`config.mk`:
```
export PLATFORM = sky130hd
export DESIGN_NAME = mm_tile_sched_flat
export DESIGN_NICKNAME = d
export VERILOG_FILES = /design/src/rtl/mm_tile_sched_if.sv /design/src/rtl/mm_tile_sched.sv /design/src/flat_wrapper.sv
export SDC_FILE = /design/constraint.sdc
export NUM_CORES = 1
export LEC_CHECK = 0
export ABC_AREA = 1
export CAP_MARGIN = 25
export CORE_UTILIZATION = 46
export DETAILED_ROUTE_END_ITERATION = 8
export PLACE_DENSITY = 0.72
export SYNTH_ARGS = -nofsm -noshare
export SYNTH_HDL_FRONTEND = slang
export SYNTH_SLANG_ARGS = --single-unit
```
`constraint.sdc`:
```
create_clock -name clk -period 2.47 [get_ports clk]
set_input_delay 0.494 -clock clk [delete_from_list [all_inputs] [get_ports clk]]
set_output_delay 0.494 -clock clk [all_outputs]
set_load 0.01 [all_outputs]
```
`src/rtl/mm_tile_sched_if.sv`:
```
// Command/status and mesh-edge bundle for the systolic tile scheduler.
// Latency: n/a (signal bundle only).
// Backpressure: none; the scheduler ignores start while busy.
interface mm_tile_sched_if #(
  parameter int N  = 4,
  parameter int KW = 9
);
  // command side
  logic          start;
  logic [KW-1:0] k_len;
  logic          abort;
  // operand buffer read port
  logic          rd_en;
  logic [KW-1:0] rd_k;
  // mesh edge controls
  logic [N-1:0]  a_valid_edge;
  logic [N-1:0]  b_valid_edge;
  logic          acc_clear;
  logic [N-1:0]  drain_edge;
  // status
  logic          busy;
  logic          done;

  // master: the command issuer (top level / bench)
  modport master (
    output start, k_len, abort,
    input  rd_en, rd_k, a_valid_edge, b_valid_edge, acc_clear, drain_edge, busy, done
  );

  // slave: the scheduler itself
  modport slave (
    input  start, k_len, abort,
    output rd_en, rd_k, a_valid_edge, b_valid_edge, acc_clear, drain_edge, busy, done
  );
endinterface

```
`src/rtl/mm_tile_sched.sv`:
```
// Per-tile sequencer for the NxN MAC mesh: clear, stream K operands, skew valids, flush, drain, wait.
// Latency: done pulses k_len + F + N + 3 cycles after start, F = RD_LAT + 2(N-1) + PIPE_MUL + 1.
// Backpressure: none; start is only accepted in IDLE, abort returns to IDLE on the next edge.
module mm_tile_sched #(
  parameter int N        = 4,
  parameter int K_MAX    = 256,
  parameter int KW       = $clog2(K_MAX + 1),
  parameter int RD_LAT   = 1,
  parameter int PIPE_MUL = 0
) (
  input  logic            clk,
  input  logic            rst_n,
  mm_tile_sched_if.slave  bus
);

  // Flush length: operand read latency, wavefront travel to PE(N-1,N-1),
  // optional product register, plus the final accumulate.
  localparam int F       = RD_LAT + 2 * (N - 1) + PIPE_MUL + 1;
  localparam int CNT_MAX = (F > N) ? F : N;
  localparam int CW      = $clog2(CNT_MAX + 1);
  // Deepest tap of the valid skew line (row/column N-1).
  localparam int SRD     = RD_LAT + N - 1;

  localparam logic [2:0] IDLE   = 3'd0;
  localparam logic [2:0] CLEAR  = 3'd1;
  localparam logic [2:0] STREAM = 3'd2;
  localparam logic [2:0] FLUSH  = 3'd3;
  localparam logic [2:0] DRAIN  = 3'd4;
  localparam logic [2:0] DWAIT  = 3'd5;

  logic [2:0]    state;
  logic [2:0]    nxt;
  logic [KW-1:0] k_lat;
  logic [KW-1:0] k_in;
  logic [KW-1:0] k_last;
  logic [CW-1:0] cnt;

  logic          rd_en_q;
  logic [KW-1:0] rd_k_q;
  logic [SRD:1]  sr;
  logic [N-1:0]  valid_skew;
  logic          acc_clear_q;
  logic [N-1:0]  drain_q;
  logic          busy_q;
  logic          done_q;

  // Out-of-range lengths are clamped so the read index can never run past K_MAX-1.
  assign k_in   = (bus.k_len > KW'(K_MAX)) ? KW'(K_MAX) : bus.k_len;
  assign k_last = k_lat - KW'(1);

  // Next-state decode; abort overrides every other transition, including start.
  always_comb begin
    nxt = state;
    case (state)
      IDLE:    if (bus.start) nxt = CLEAR;
      CLEAR:   nxt = (k_lat == '0) ? FLUSH : STREAM;
      STREAM:  if (rd_k_q == k_last) nxt = FLUSH;
      FLUSH:   if (cnt == '0) nxt = DRAIN;
      DRAIN:   nxt = DWAIT;
      DWAIT:   if (cnt == '0) nxt = IDLE;
      default: nxt = IDLE;
    endcase
    if (bus.abort) nxt = IDLE;
  end

  // State register and the tile length captured at start.
  always_ff @(posedge clk or negedge rst_n) begin
    if (!rst_n) begin
      state <= IDLE;
      k_lat <= '0;
    end else begin
      state <= nxt;
      if (state == IDLE && bus.start && !bus.abort) k_lat <= k_in;
    end
  end

  // Shared down-counter: loaded with F-1 entering FLUSH and N-1 entering DWAIT.
  always_ff @(posedge clk or negedge rst_n) begin
    if (!rst_n) begin
      cnt <= '0;
    end else if (bus.abort) begin
      cnt <= '0;
    end else if (state != FLUSH && nxt == FLUSH) begin
      cnt <= CW'(F - 1);
    end else if (state != DWAIT && nxt == DWAIT) begin
      cnt <= CW'(N - 1);
    end else if (cnt != '0) begin
      cnt <= cnt - CW'(1);
    end
  end

  // Read strobe and index, registered from the next state; index is 0 outside STREAM.
  always_ff @(posedge clk or negedge rst_n) begin
    if (!rst_n) begin
      rd_en_q <= 1'b0;
      rd_k_q  <= '0;
    end else begin
      rd_en_q <= (nxt == STREAM);
      if (nxt == STREAM) rd_k_q <= (state == STREAM) ? rd_k_q + KW'(1) : '0;
      else               rd_k_q <= '0;
    end
  end

  // Valid skew line: tap d carries rd_en delayed by d cycles; cleared by abort.
  always_ff @(posedge clk or negedge rst_n) begin
    if (!rst_n) begin
      sr <= '0;
    end else if (bus.abort) begin
      sr <= '0;
    end else begin
      sr[1] <= rd_en_q;
      for (int d = 2; d <= SRD; d++) sr[d] <= sr[d-1];
    end
  end

  // Row/column i sees the operand RD_LAT+i cycles after its read strobe.
  for (genvar i = 0; i < N; i++) begin : g_skew
    assign valid_skew[i] = sr[RD_LAT + i];
  end

  // Mesh control strobes and status, all registered from the next state.
  always_ff @(posedge clk or negedge rst_n) begin
    if (!rst_n) begin
      acc_clear_q <= 1'b0;
      drain_q     <= '0;
      busy_q      <= 1'b0;
      done_q      <= 1'b0;
    end else begin
      acc_clear_q <= (nxt == CLEAR);
      drain_q     <= {N{nxt == DRAIN}};
      busy_q      <= (nxt != IDLE);
      done_q      <= (state == DWAIT) && (cnt == '0) && !bus.abort;
    end
  end

  assign bus.rd_en        = rd_en_q;
  assign bus.rd_k         = rd_k_q;
  assign bus.a_valid_edge = valid_skew;
  assign bus.b_valid_edge = valid_skew;
  assign bus.acc_clear    = acc_clear_q;
  assign bus.drain_edge   = drain_q;
  assign bus.busy         = busy_q;
  assign bus.done         = done_q;

endmodule

```
`src/flat_wrapper.sv`:
```
// flat-port wrapper written by rule: the top's interface ports become plain ports
module mm_tile_sched_flat 
#(
  parameter int N        = 4,
  parameter int K_MAX    = 256,
  parameter int KW       = $clog2(K_MAX + 1),
  parameter int RD_LAT   = 1,
  parameter int PIPE_MUL = 0
)
  (clk, rst_n, bus_start, bus_k_len, bus_abort, bus_rd_en, bus_rd_k, bus_a_valid_edge, bus_b_valid_edge, bus_acc_clear, bus_drain_edge, bus_busy, bus_done);
  mm_tile_sched_if #(.N(N), .KW(KW)) bus_i ();
  input  logic clk;
  input  logic rst_n;
  input wire logic [$bits(bus_i.start)-1:0] bus_start;
  input wire logic [$bits(bus_i.k_len)-1:0] bus_k_len;
  input wire logic [$bits(bus_i.abort)-1:0] bus_abort;
  output wire logic [$bits(bus_i.rd_en)-1:0] bus_rd_en;
  output wire logic [$bits(bus_i.rd_k)-1:0] bus_rd_k;
  output wire logic [$bits(bus_i.a_valid_edge)-1:0] bus_a_valid_edge;
  output wire logic [$bits(bus_i.b_valid_edge)-1:0] bus_b_valid_edge;
  output wire logic [$bits(bus_i.acc_clear)-1:0] bus_acc_clear;
  output wire logic [$bits(bus_i.drain_edge)-1:0] bus_drain_edge;
  output wire logic [$bits(bus_i.busy)-1:0] bus_busy;
  output wire logic [$bits(bus_i.done)-1:0] bus_done;
  assign bus_i.start = bus_start;
  assign bus_i.k_len = bus_k_len;
  assign bus_i.abort = bus_abort;
  assign bus_rd_en = bus_i.rd_en;
  assign bus_rd_k = bus_i.rd_k;
  assign bus_a_valid_edge = bus_i.a_valid_edge;
  assign bus_b_valid_edge = bus_i.b_valid_edge;
  assign bus_acc_clear = bus_i.acc_clear;
  assign bus_drain_edge = bus_i.drain_edge;
  assign bus_busy = bus_i.busy;
  assign bus_done = bus_i.done;
  mm_tile_sched #(.N(N), .K_MAX(K_MAX), .KW(KW), .RD_LAT(RD_LAT), .PIPE_MUL(PIPE_MUL)) u_core (.clk(clk), .rst_n(rst_n), .bus(bus_i));
endmodule
```
Word level (Yosys, flattened, before mapping):

Index checks and enable logic that the tools add are counted.
W data, S select, Z words.

* logic and storage cells: 55
* output and inout port bits: 25
* bits of input ports: 13
* register bits: 34

* muxes and demuxes: 15
* order comparisons: 1
* equality and inequality tests: 13
* reductions and logical operators: 13
* $add $sub $neg: 3

Operator list (count)
* $mux W9: 3
* $mux W4: 5
* $pmux W3 S6: 1
* $mux W3: 5
* $eq A3 B2 Y1 const B: 4
* $eq A3 B3 Y1 const B: 4
* $add A9 B1 Y9 const B: 1
* $eq A9 B9 Y1: 1
* $gt A9 B9 Y1 const B: 1
* $logic_not A9 Y1: 1
* $sub A9 B1 Y9 const B: 1
* $reduce_bool A4 Y1: 2
* $eq A3 B1 Y1 const B: 2
* $logic_and A1 B1 Y1: 6
* $logic_not A4 Y1: 1
* $sub A4 B1 Y4 const B: 1
* $logic_not A3 Y1: 1
* $ne A3 B2 Y1 const B: 1
* $ne A3 B3 Y1 const B: 1
* $reduce_bool A3 Y1: 1
* $logic_not A1 Y1: 1
* $mux W1: 1

Depth between registers and ports, before layout:

Gate-level depths: netlist of the first run.

* word-level depth: 10
* depth in mapped cells: 16
* mapped depth without buffers: 16

Worst setup path after synthesis of the first run:

No wires, ideal clock.

* path type: register to register
* from: register u_core.k_lat[0]
* to: register u_core.cnt[0]
* library setup time: 0.118 ns
* path buffers: 0
* clock period less this slack: 1.857 ns
* data required time: 2.352 ns
* path slack: 0.613 ns
* data arrival time: 1.739 ns
* cell stages (with the launch flop): 16
* cell sequence: dfrtp_1 inv_1 ha_1 nand3_2 nor2_1 nand2_1 nand3_1 nand2_1 inv_1 nand3_2 nand2_2 nand4_1 nand3_2 inv_1 nand2_1 nand2_1

* cells in the longest elaborated chain, start to end: 10
* elaborated cells on any way between the ends: 15
* classes of those cells: add/sub (1); eq/ne (3); mux (7); reduce/logical (4)

RTL lines
* start: declaration: line mm_tile_sched.sv:33 `logic [KW-1:0] k_lat;`
* start signal: assignment: line mm_tile_sched.sv:73 `if (state == IDLE && bus.start && !bus.abort) k_lat <= k_in;`
* $sub A9 B1 Y9: line mm_tile_sched.sv:49 `assign k_last = k_lat - KW'(1);`
* $eq A9 B9 Y1: line mm_tile_sched.sv:57 `STREAM: if (rd_k_q == k_last) nxt = FLUSH;`
* $mux W3: line mm_tile_sched.sv:57
* $pmux W3 S6 *: line mm_tile_sched.sv:54 `case (state)`
* $mux W3 *: line mm_tile_sched.sv:63 `if (bus.abort) nxt = IDLE;`
* $eq A3 B3 Y1: line mm_tile_sched.sv:85 `end else if (state != DWAIT && nxt == DWAIT) begin`
* $logic_and A1 B1 Y1: line mm_tile_sched.sv:85
* $mux W4: line mm_tile_sched.sv:85
* $mux W4: line mm_tile_sched.sv:83 `end else if (state != FLUSH && nxt == FLUSH) begin`
* $mux W4: line mm_tile_sched.sv:81 `end else if (bus.abort) begin`
* end signal: assignment: line mm_tile_sched.sv:84 `cnt <= CW'(F - 1);`
* end signal: assignment: line mm_tile_sched.sv:86 `cnt <= CW'(N - 1);`
* end signal: assignment: line mm_tile_sched.sv:88 `cnt <= cnt - CW'(1);`
* end: declaration: line mm_tile_sched.sv:36 `logic [CW-1:0] cnt;`

Every way passes the cells marked *; elsewhere a longest branch is shown, timed or not.
A chain may end at the register's enable or synchronous reset.

Final worst setup path of the first run:

* from: register u_core.k_lat[0]
* to: register u_core.rd_k_q[8], in the netlist u_core.bus.rd_k[8]

* cells in the longest elaborated chain, start to end: 7
* elaborated cells on any way between the ends: 9
* classes of those cells: add/sub (1); eq/ne (2); mux (5); reduce/logical (1)

RTL lines
* $sub A9 B1 Y9: line mm_tile_sched.sv:49
* $eq A9 B9 Y1: line mm_tile_sched.sv:57
* $mux W3: line mm_tile_sched.sv:57
* $pmux W3 S6 *: line mm_tile_sched.sv:54
* $mux W3 *: line mm_tile_sched.sv:63
* $eq A3 B2 Y1 *: line mm_tile_sched.sv:99 `if (nxt == STREAM) rd_k_q <= (state == STREAM) ? rd_k_q + KW'(1) : '0;`
* $mux W9 *: line mm_tile_sched.sv:99
* end signal: assignment: line mm_tile_sched.sv:99
* end: declaration: line mm_tile_sched.sv:39 `logic [KW-1:0] rd_k_q;`

Marked as above.

==> results of run 1 <==
-- placed cells by master (no fill, tap or decap), types with 2 or more instances in the layout --
master / count
nand2_2: 3
nand4_1: 2
o21ai_1: 2
bufinv_16: 2
ha_1: 3
xor2_1: 6
nand3_1: 26
clkdlybuf4s50_1: 37
xnor2_1: 4
dfrtp_1: 34
nor2_2: 2
nor3_2: 4
inv_1: 40
nor4_1: 3
nor2_1: 28
nor3_1: 4
nand2_1: 59
nand3_2: 3
inv_2: 4
o21ai_0: 12
clkbuf_8: 6
buf_4: 2
-- routing by layer --
metal / wire length, µm / vias up
met5: 0 / -
met4: 34 / 0
met3: 198 / 3
met2: 1704 / 49
met1: 2083 / 784
li1: - / 870
-- worst max-delay path by stage --
| stage | from | slack (ns) | end |
|---|---|---|---|
| 3_3_place_gp | bus_abort | 0.29 | u_core.cnt[0] |
| 5_1_grt | u_core.k_lat[0] | 0.01 | u_core.cnt[2] |
| 6_report | u_core.k_lat[0] | 0.27 | u_core.bus.rd_k[8] |
| 3_5_place_dp | bus_abort | 0.21 | u_core.cnt[1] |
| 4_1_cts | u_core.k_lat[0] | 0.26 | u_core.bus.rd_k[8] |
| 2_1_floorplan | u_core.k_lat[0] | 0.61 | u_core.cnt[0] |
-- sequential cells by signal, summed over array words and instances (netlist names) --
name and cells:
u_core.bus.rd_k 9, u_core.k_lat 9, u_core.bus.a_valid_edge 4, u_core.cnt 4
u_core.state 3, u_core.bus.acc_clear 1, u_core.bus.busy 1, u_core.bus.done 1
u_core.bus.drain_edge 1, u_core.bus.rd_en 1
-- through the flow --
| stage | total power [mW] | hold WS (ns) | worst slack (ns) | std cells |
|---|---|---|---|---|
| 2_1_floorplan | 1.128 | 0.1984 | 0.6131 | 259 |
| 3_3_place_gp | 1.272 | 0.4984 | 0.2920 | 338 |
| 3_5_place_dp | 1.281 | 0.4985 | 0.2075 | 338 |
| 4_1_cts | 1.925 | 0.5158 | 0.2594 | 346 |
| 5_1_grt | 2.043 | 0.5421 | 0.01341 | 346 |
| 6_report | 1.921 | 0.5104 | 0.2689 | 346 |
-- critical path, cell delays in order (launching register included) --
cell and delay (ns):
dfrtp_1 0.38, inv_1 0.16, ha_1 0.25, nand3_2 0.15, nor2_1 0.18, nand2_1 0.09, nand3_1 0.09, nand2_1 0.05
inv_1 0.06, nand3_2 0.07, nand2_2 0.09, nand2_2 0.07, nand2_1 0.08, or2_1 0.29, nor2_1 0.08
-- cells by family after synthesis --
family / Yosys count / synth area share [%]
DFF: 34 / 43.26
buffers and inverters: 55 / 12.40
and+or+nand+nor: 137 / 32.25
AOI/OAI and AO/OA: 20 / 5.726
xor gates and xnor gates: 10 / 4.453
adders and majority gates: 3 / 1.909
-- layout make-up --
cell class | count | area (µm²)
clock inverters | 2 | 60.06
repair buffers | 39 | 385.4
flip-flops and latches | 34 | 850.8
inverters | 45 | 168.9
well taps | 50 | 62.56
multi-input cells | 170 | 872.1
fillers | 362 | 1575
clock buffers | 6 | 82.58
-- where the power goes --
part | internal (mW) | total, mW | switching (mW)
logic | 0.232 | 0.574 | 0.342
registers | 0.630 | 0.701 | 0.0707
clock network | 0.431 | 0.646 | 0.215
total | 1.29 | 1.92 | 0.628
==> results.cfg, run 1 <==
[finish]
area_growth_pct = 26.21
final_nets = 311
antenna_cells = 0
postLayoutCoreUtil_pct = 61.18
drive_gt1_share_pct = 10.14
design_area_um2 = 2482

[floorplan]
coreArea_um2 = 4058
die_area_um2 = 4541
die_width_um = 67.39
die_h_um = 67.39
initial_utilization_pct = 48.47
row_count = 23
io_pins = 38

[routing]
drc = 0
drtIter0Drc = 118
wl_per_cell_um = 11.62
routed_wl_mm = 4.020
num_vias = 1706
ant_nets = 0
vias_per_cell = 4.931
first_pass_iters = 4

[logic_synthesis]
async_flop_share_pct = 100.0
syn_area_per_cell_um2 = 7.594
ys_types = 31
synth_top_area_share_pct = 43.26
syn_nets = 275
yosysMostFrequentCell = nand2_1
yosys_most_used_dff = dfrtp_1
yosys_warnings = 0
synth-edff-count = 0
syn-cell-area_um2 = 1967
netlist_top_cells_count = 59 x nand2_1, 40 x inv_1, 34 x dfrtp_1, 28 x nor2_1, 26 x nand3_1
synth_seq_cells = 34
yosysSeqAreaShare_pct = 43.26
synth_top_cell_by_area = dfrtp_1
syn_inst = 259
synth_area_leaders = dfrtp_1 43%, nand2_1 11%, inv_1 7.6%

[setup_path]
startpoint_type = register
ff2ff_setup_slack_ns = 0.27
crit-reg2reg-launch = u_core.k_lat[0]
reg2regPathDepth = 14
arrival_ns = 2.37
crit_path_max_fanout = 8
timing.rr.end = u_core.bus.rd_k[8]
end_kind = register
cp.required_ns = 2.64
path_class = reg2reg

[place]
hpwlAfterDp_mm = 3.087
globalplace.congestion = 0.8499
portBuffers = 37
dpl-instance-area_um2 = 2340

[sta]
grt_setup_unrepaired = no
worst_pin_slew_ns = 0.4346
setup_tns_ns = 0
hold_violations = 0
fmax_mhz = 454.3
min_period_ns = 2.201
relSlewSlack_pct = 70.72
setup_viol = 0
slew_viol_final = 0
skew_ns = 0.004041
post-route-period-util_pct = 89.11

[global_routing]
grt_busiest_layer = met1
grtUsageMet3_pct = 4.561
antenna_found_initial = 0
grt_use_met2_pct = 29.38
met1_usage_pct = 29.76
grt_pass1_wl_mm = 6.831
track_usage_pct = 20.35
grt_overflow = 0
grt_max_degree = 35
grt_pass1_vias = 1512

[clock_network]
cts_htree_levels = 2
clk_pin_slew_ns = 0.07
cts_buffer_depth = 2
cts_buffers = 5
clkLatencyLatePin_ns = 0.29
ctsResizeCount = 0
post_cts.repair.setup_buffers = 0
cts_hold_buf = 0
cts.sinks = 34
cts_root_buf = clkbuf_8
tritoncts = built

[power_and_ir_drop]
power_leakage_nw = 1.196
peakVddDrop_uv = 401.0
powerDensity_nw_per_um2 = 773.7

[worst_hold_path]
hold_path.class = reg2reg
hold_start = u_core.bus.a_valid_edge[1]
min_to = u_core.bus.a_valid_edge[2]
whs_path_depth = 2

[job]
maxCapViolCount = 0

[status]
status = complete, no violations
Note: power is estimated with default switching activity, not from simulation.
==> run 2, diff against run 1 <==
GPL_TIMING_DRIVEN = 0   (was not set)
==> results.cfg, run 2 (same netlist as run 1, synthesis figures left out) <==
[status]
status = complete, no violations

[floorplan]
die_width_um = 67.39
io_pins = 38
row_count = 23
initial_utilization_pct = 48.47
die_area_um2 = 4541
die_h_um = 67.39
coreArea_um2 = 4058

[clock_network]
cts.sinks = 34
cts_root_buf = clkbuf_8
clk_pin_slew_ns = 0.07
clkLatencyLatePin_ns = 0.29
post_cts.repair.setup_buffers = 0
cts_buffers = 5
cts_buffer_depth = 2
tritoncts = built
cts_hold_buf = 0
ctsResizeCount = 0
cts_htree_levels = 2

[global_routing]
grt_overflow = 0
grt_pass1_wl_mm = 6.693
antenna_found_initial = 0
grt_pass1_vias = 1570
track_usage_pct = 20.11
grt_max_degree = 35

[sta]
skew_ns = 0.008904
fmax_mhz = 469.4
slew_viol_final = 0
post-route-period-util_pct = 86.25
worst_pin_slew_ns = 0.7711
min_period_ns = 2.130
grt_setup_unrepaired = no
setup_viol = 0
setup_tns_ns = 0
relSlewSlack_pct = 48.59
hold_violations = 0

[routing]
vias_per_cell = 4.821
drtIter0Drc = 103
wl_per_cell_um = 11.14
drc = 0
first_pass_iters = 4
routed_wl_mm = 3.920
num_vias = 1697
ant_nets = 0

[power_and_ir_drop]
peakVddDrop_uv = 492.8
power_leakage_nw = 1.218
powerDensity_nw_per_um2 = 720.4

[finish]
antenna_cells = 0
multi_input_area_um2 = 872.1
final_common_cell = nand2_1
drive_gt1_share_pct = 12.25
postLayoutCoreUtil_pct = 61.55
area_growth_pct = 26.97
layout_common_cells = 59 x nand2_1, 40 x inv_1, 35 x clkdlybuf4s50_1
final_nets = 318
n_fill_cell = 377
regArea_um2 = 850.8

[setup_path]
crit-reg2reg-launch = u_core.k_lat[0]
startpoint_type = register
ff2ff_setup_slack_ns = 0.34
reg2regPathDepth = 15
path_class = reg2reg
crit_path_max_fanout = 5
end_kind = register
cp.required_ns = 2.65
arrival_ns = 2.32
timing.rr.end = u_core.cnt[0]

[job]
maxCapViolCount = 0

[place]
globalplace.congestion = 0.7995
hpwlAfterDp_mm = 2.974
portBuffers = 36

[worst_hold_path]
hold_path.class = in2async
==> run 2: cell count changes in the layout (fill, tap and decap cells not counted) <==
cell,before,now
buf_4,2,8
bufinv_16,2,1
clkdlybuf4s50_1,37,35
buf_2,0,1
clkbuf_1,0,1
buf_6,0,1
==> run 2: layer usage <==
layer / track usage, % / share of wire, %
met5: 0 / 0
met3: 3.885 / 4.4
met4: 8.777 / 1.5
met1: 26.75 / 52
met2: 31.62 / 42
==> run 2: how the worst max path moves through the flow <==
stage / startpoint / end / slack [ns] / cells after the start
floorplan: u_core.k_lat[0] / u_core.cnt[0] / 0.61 / 15
global placement: rst_n / u_core.bus.a_valid_edge[3] / 0.16 / 1
detailed placement: bus_start / u_core.k_lat[0] / 0.30 / 5
CTS: u_core.k_lat[0] / u_core.cnt[0] / 0.34 / 15
global route: u_core.k_lat[0] / u_core.cnt[1] / 0.05 / 15
finish: u_core.k_lat[0] / u_core.cnt[0] / 0.34 / 15
==> run 2: through the flow <==
step	hold slack, ns	setup WS, ns	cell area (µm²)	power [mW]	cells
6_report	0.2784	0.3397	2497	1.799	352
3_3_place_gp	0.4987	0.1602	2390	1.270	345
4_1_cts	0.3082	0.3414	2497	1.805	352
3_5_place_dp	0.4985	0.3006	2385	1.277	345
5_1_grt	0.3474	0.04832	2497	1.933	352
2_1_floorplan	0.1984	0.6131	1967	1.128	259
==> run 2: worst max-delay path: stages, from the launching register on <==
cell     delay [ns]
dfrtp_1        0.37
inv_1          0.15
ha_1           0.23
nand3_2        0.15
nor2_1         0.17
nand2_1        0.09
nand3_1        0.08
nand2_1        0.05
inv_1          0.06
nand3_2        0.06
nand2_2        0.09
nand4_1        0.20
nand3_2        0.17
inv_1          0.06
nand2_1        0.06
nand2_1        0.05
==> run 2: power by group <==
part	leakage (nW)	internal (mW)	switching (mW)
logic	0.704	0.234	0.337
clock network	0.0573	0.323	0.205
registers	0.457	0.630	0.0697
total	1.22	1.19	0.612
==> run 2: area by class of cell <==
| class | instances | share of cell area (%) |
|---|---|---|
| well taps | 50 | 2.505 |
| clock inverters | 1 | 1.202 |
| inverters | 45 | 6.764 |
| clock buffers | 6 | 3.307 |
| multi-input cells | 170 | 34.92 |
| flip-flops and latches | 34 | 34.07 |
| plain buffers | 10 | 3.006 |
| repair buffers | 36 | 14.23 |
==> run 3, diff against run 2 <==
PLACE_DENSITY = 0.75   (was 0.72)
clock period = 1.8 ns   (was 2.47 ns; I/O delays follow)
==> results.cfg, run 3 (same netlist as run 1, synthesis figures left out) <==
[floorplan]
coreArea_um2 = 4058
initial_utilization_pct = 48.47
io_pins = 38
row_count = 23
die_width_um = 67.39
die_h_um = 67.39
die_area_um2 = 4541

[clock_network]
clk_pin_slew_ns = 0.08
cts_root_buf = clkbuf_8
cts_htree_levels = 2
cts_buffers = 5
cts_hold_buf = 0
cts_buffer_depth = 2
cts.sinks = 34
tritoncts = built
clkLatencyLatePin_ns = 0.29

[finish]
multi_input_area_um2 = 1007
antenna_cells = 0
final_nets = 325
instances_no_fill = 360
design_area_um2 = 2686
n_fill_cell = 331
regArea_um2 = 852.1
layout_common_cells = 50 x nand2_1, 35 x clkdlybuf4s50_1, 33 x inv_1, 33 x dfrtp_1, 22 x nand3_1
area_growth_pct = 36.58
final_common_cell = nand2_1
drive_gt1_share_pct = 25.81

[sta]
worst_pin_slew_ns = 0.7690
setup_tns_ns = -2.003
skew_ns = 0.01069
hold_violations = 0
relSlewSlack_pct = 48.73
grt_setup_unrepaired = yes
post-route-period-util_pct = 111.6
fmax_mhz = 497.9
setup_viol = 15
slew_viol_final = 0
min_period_ns = 2.008
setup_slack_ns = -0.2083

[setup_path]
end_kind = register
cp_slowest_cell = dfrtp_1
cp_cell_sequence = inv_2 -> ha_4 -> nand3_4 -> inv_2 -> nand2_2 -> nand2_2 -> nand3_2 -> nand2_2 -> inv_2 -> nand3_2 -> nand2_2 -> nand2_2 -> nand2_2 -> or2_1 -> buf_8 -> nor3_4
startpoint_type = register
cp.required_ns = 2.02
crit_path_max_fanout = 8
ff2ff_setup_slack_ns = -0.21
max_stage_delay_ns = 0.39
cp_num_buf_inv = 4
path_class = reg2reg
crit_family = simple AND/OR/NAND/NOR gates
cp_common_cell = nand2_2
arrival_ns = 2.23

[place]
placed_cells = 345
globalplace.congestion = 0.7830
dpl-instance-area_um2 = 2397
dp_slack_ns = -0.2710
portBuffers = 36
hpwlAfterDp_mm = 3.169

[routing]
wl_per_cell_um = 12.74
drc = 0
first_pass_iters = 4
drtIter0Drc = 87
routed_wl_mm = 4.587
ant_nets = 0
vias_per_cell = 4.908
num_vias = 1767

[power_and_ir_drop]
powerDensity_nw_per_um2 = 946.1
power_leakage_nw = 1.242
peakVddDrop_uv = 580.0
total_power_mw = 2.541

[global_routing]
grt_pass1_wl_mm = 7.203
antenna_found_initial = 0
grt_overflow = 0
grt_pass1_vias = 1695
grt_max_degree = 35
track_usage_pct = 21.39

[status]
violations = negative setup slack
status = finished with violations

[worst_hold_path]
hold_path.class = in2async

[job]
maxCapViolCount = 0
## run 3: cell count changes in the layout (fill, tap and decap cells not counted), sizes merged
cell / before / now
buf: 10 / 17
bufinv: 1 / 0
clkinv: 1 / 2
clkinvlp: 0 / 1
## run 3: worst paths after layout
path | depth (start not counted) | end | from
max | 16 | u_core.bus.rd_k[6] | u_core.k_lat[0]
min | 1 | u_core.bus.acc_clear | rst_n
max reg2reg | 16 | u_core.bus.rd_k[6] | u_core.k_lat[0]
min reg2reg | 2 | u_core.bus.a_valid_edge[2] | u_core.bus.a_valid_edge[1]
max in group asynchronous | 1 | u_core.k_lat[6] | rst_n
min in group clk | 2 | u_core.bus.a_valid_edge[3] | bus_abort
## run 3: cell type report
class	count	area share (%)
Tap cell	50	2.329
Sequential cell	34	31.72
Clock buffer	6	3.074
Clock inverter	2	0.4658
Multi-Input combinational cell	170	37.49
Timing Repair Buffer	43	15.60
Buffer	10	2.934
Inverter	45	6.381
## run 3: metrics by stage
| stage | util, % | hold slack, ns |
|---|---|---|
| after floorplan | - | 0.06441 |
| after global placement | 59.20 | 0.4920 |
| after detailed placement | 59.08 | 0.4732 |
| after CTS | 62.35 | 0.1610 |
| after global routing | 66.20 | 0.1885 |
| final | 66.20 | 0.1367 |
## run 3: worst register-to-register path: stages, from the launching register on
cell and delay [ns]:
dfrtp_1 0.39, inv_2 0.08, ha_4 0.15, nand3_4 0.12, inv_2 0.09, nand2_2 0.07, nand2_2 0.07, nand3_2 0.07
nand2_2 0.07, inv_2 0.03, nand3_2 0.07, nand2_2 0.07, nand2_2 0.09, nand2_2 0.06, or2_1 0.23, buf_8 0.16
nor3_4 0.11
## run 3: per-layer routing
metal / wire length [µm] / track usage [%] / vias to the layer above
met1: 2082 / 27.21 / 824
met2: 2289 / 34.13 / 33
met5: 0 / 0 / -
met3: 138 / 6.250 / 8
li1: - / - / 902
met4: 77 / 7.979 / 0
## run 3: timing repair
item | in CTS | in global routing
hold endpoints to repair | 0 | 0
pin swaps | 12 | 13
gates resized for setup | 5 | 40
endpoints found under the setup margin | 14 | 26
buffers inserted | 3 | 4
## run 3: power by group
part | total, mW | switching (mW) | internal [mW]
registers | 0.970 | 0.104 | 0.866
clock network | 0.601 | 0.293 | 0.307
logic | 0.971 | 0.565 | 0.406
total | 2.54 | 0.963 | 1.58
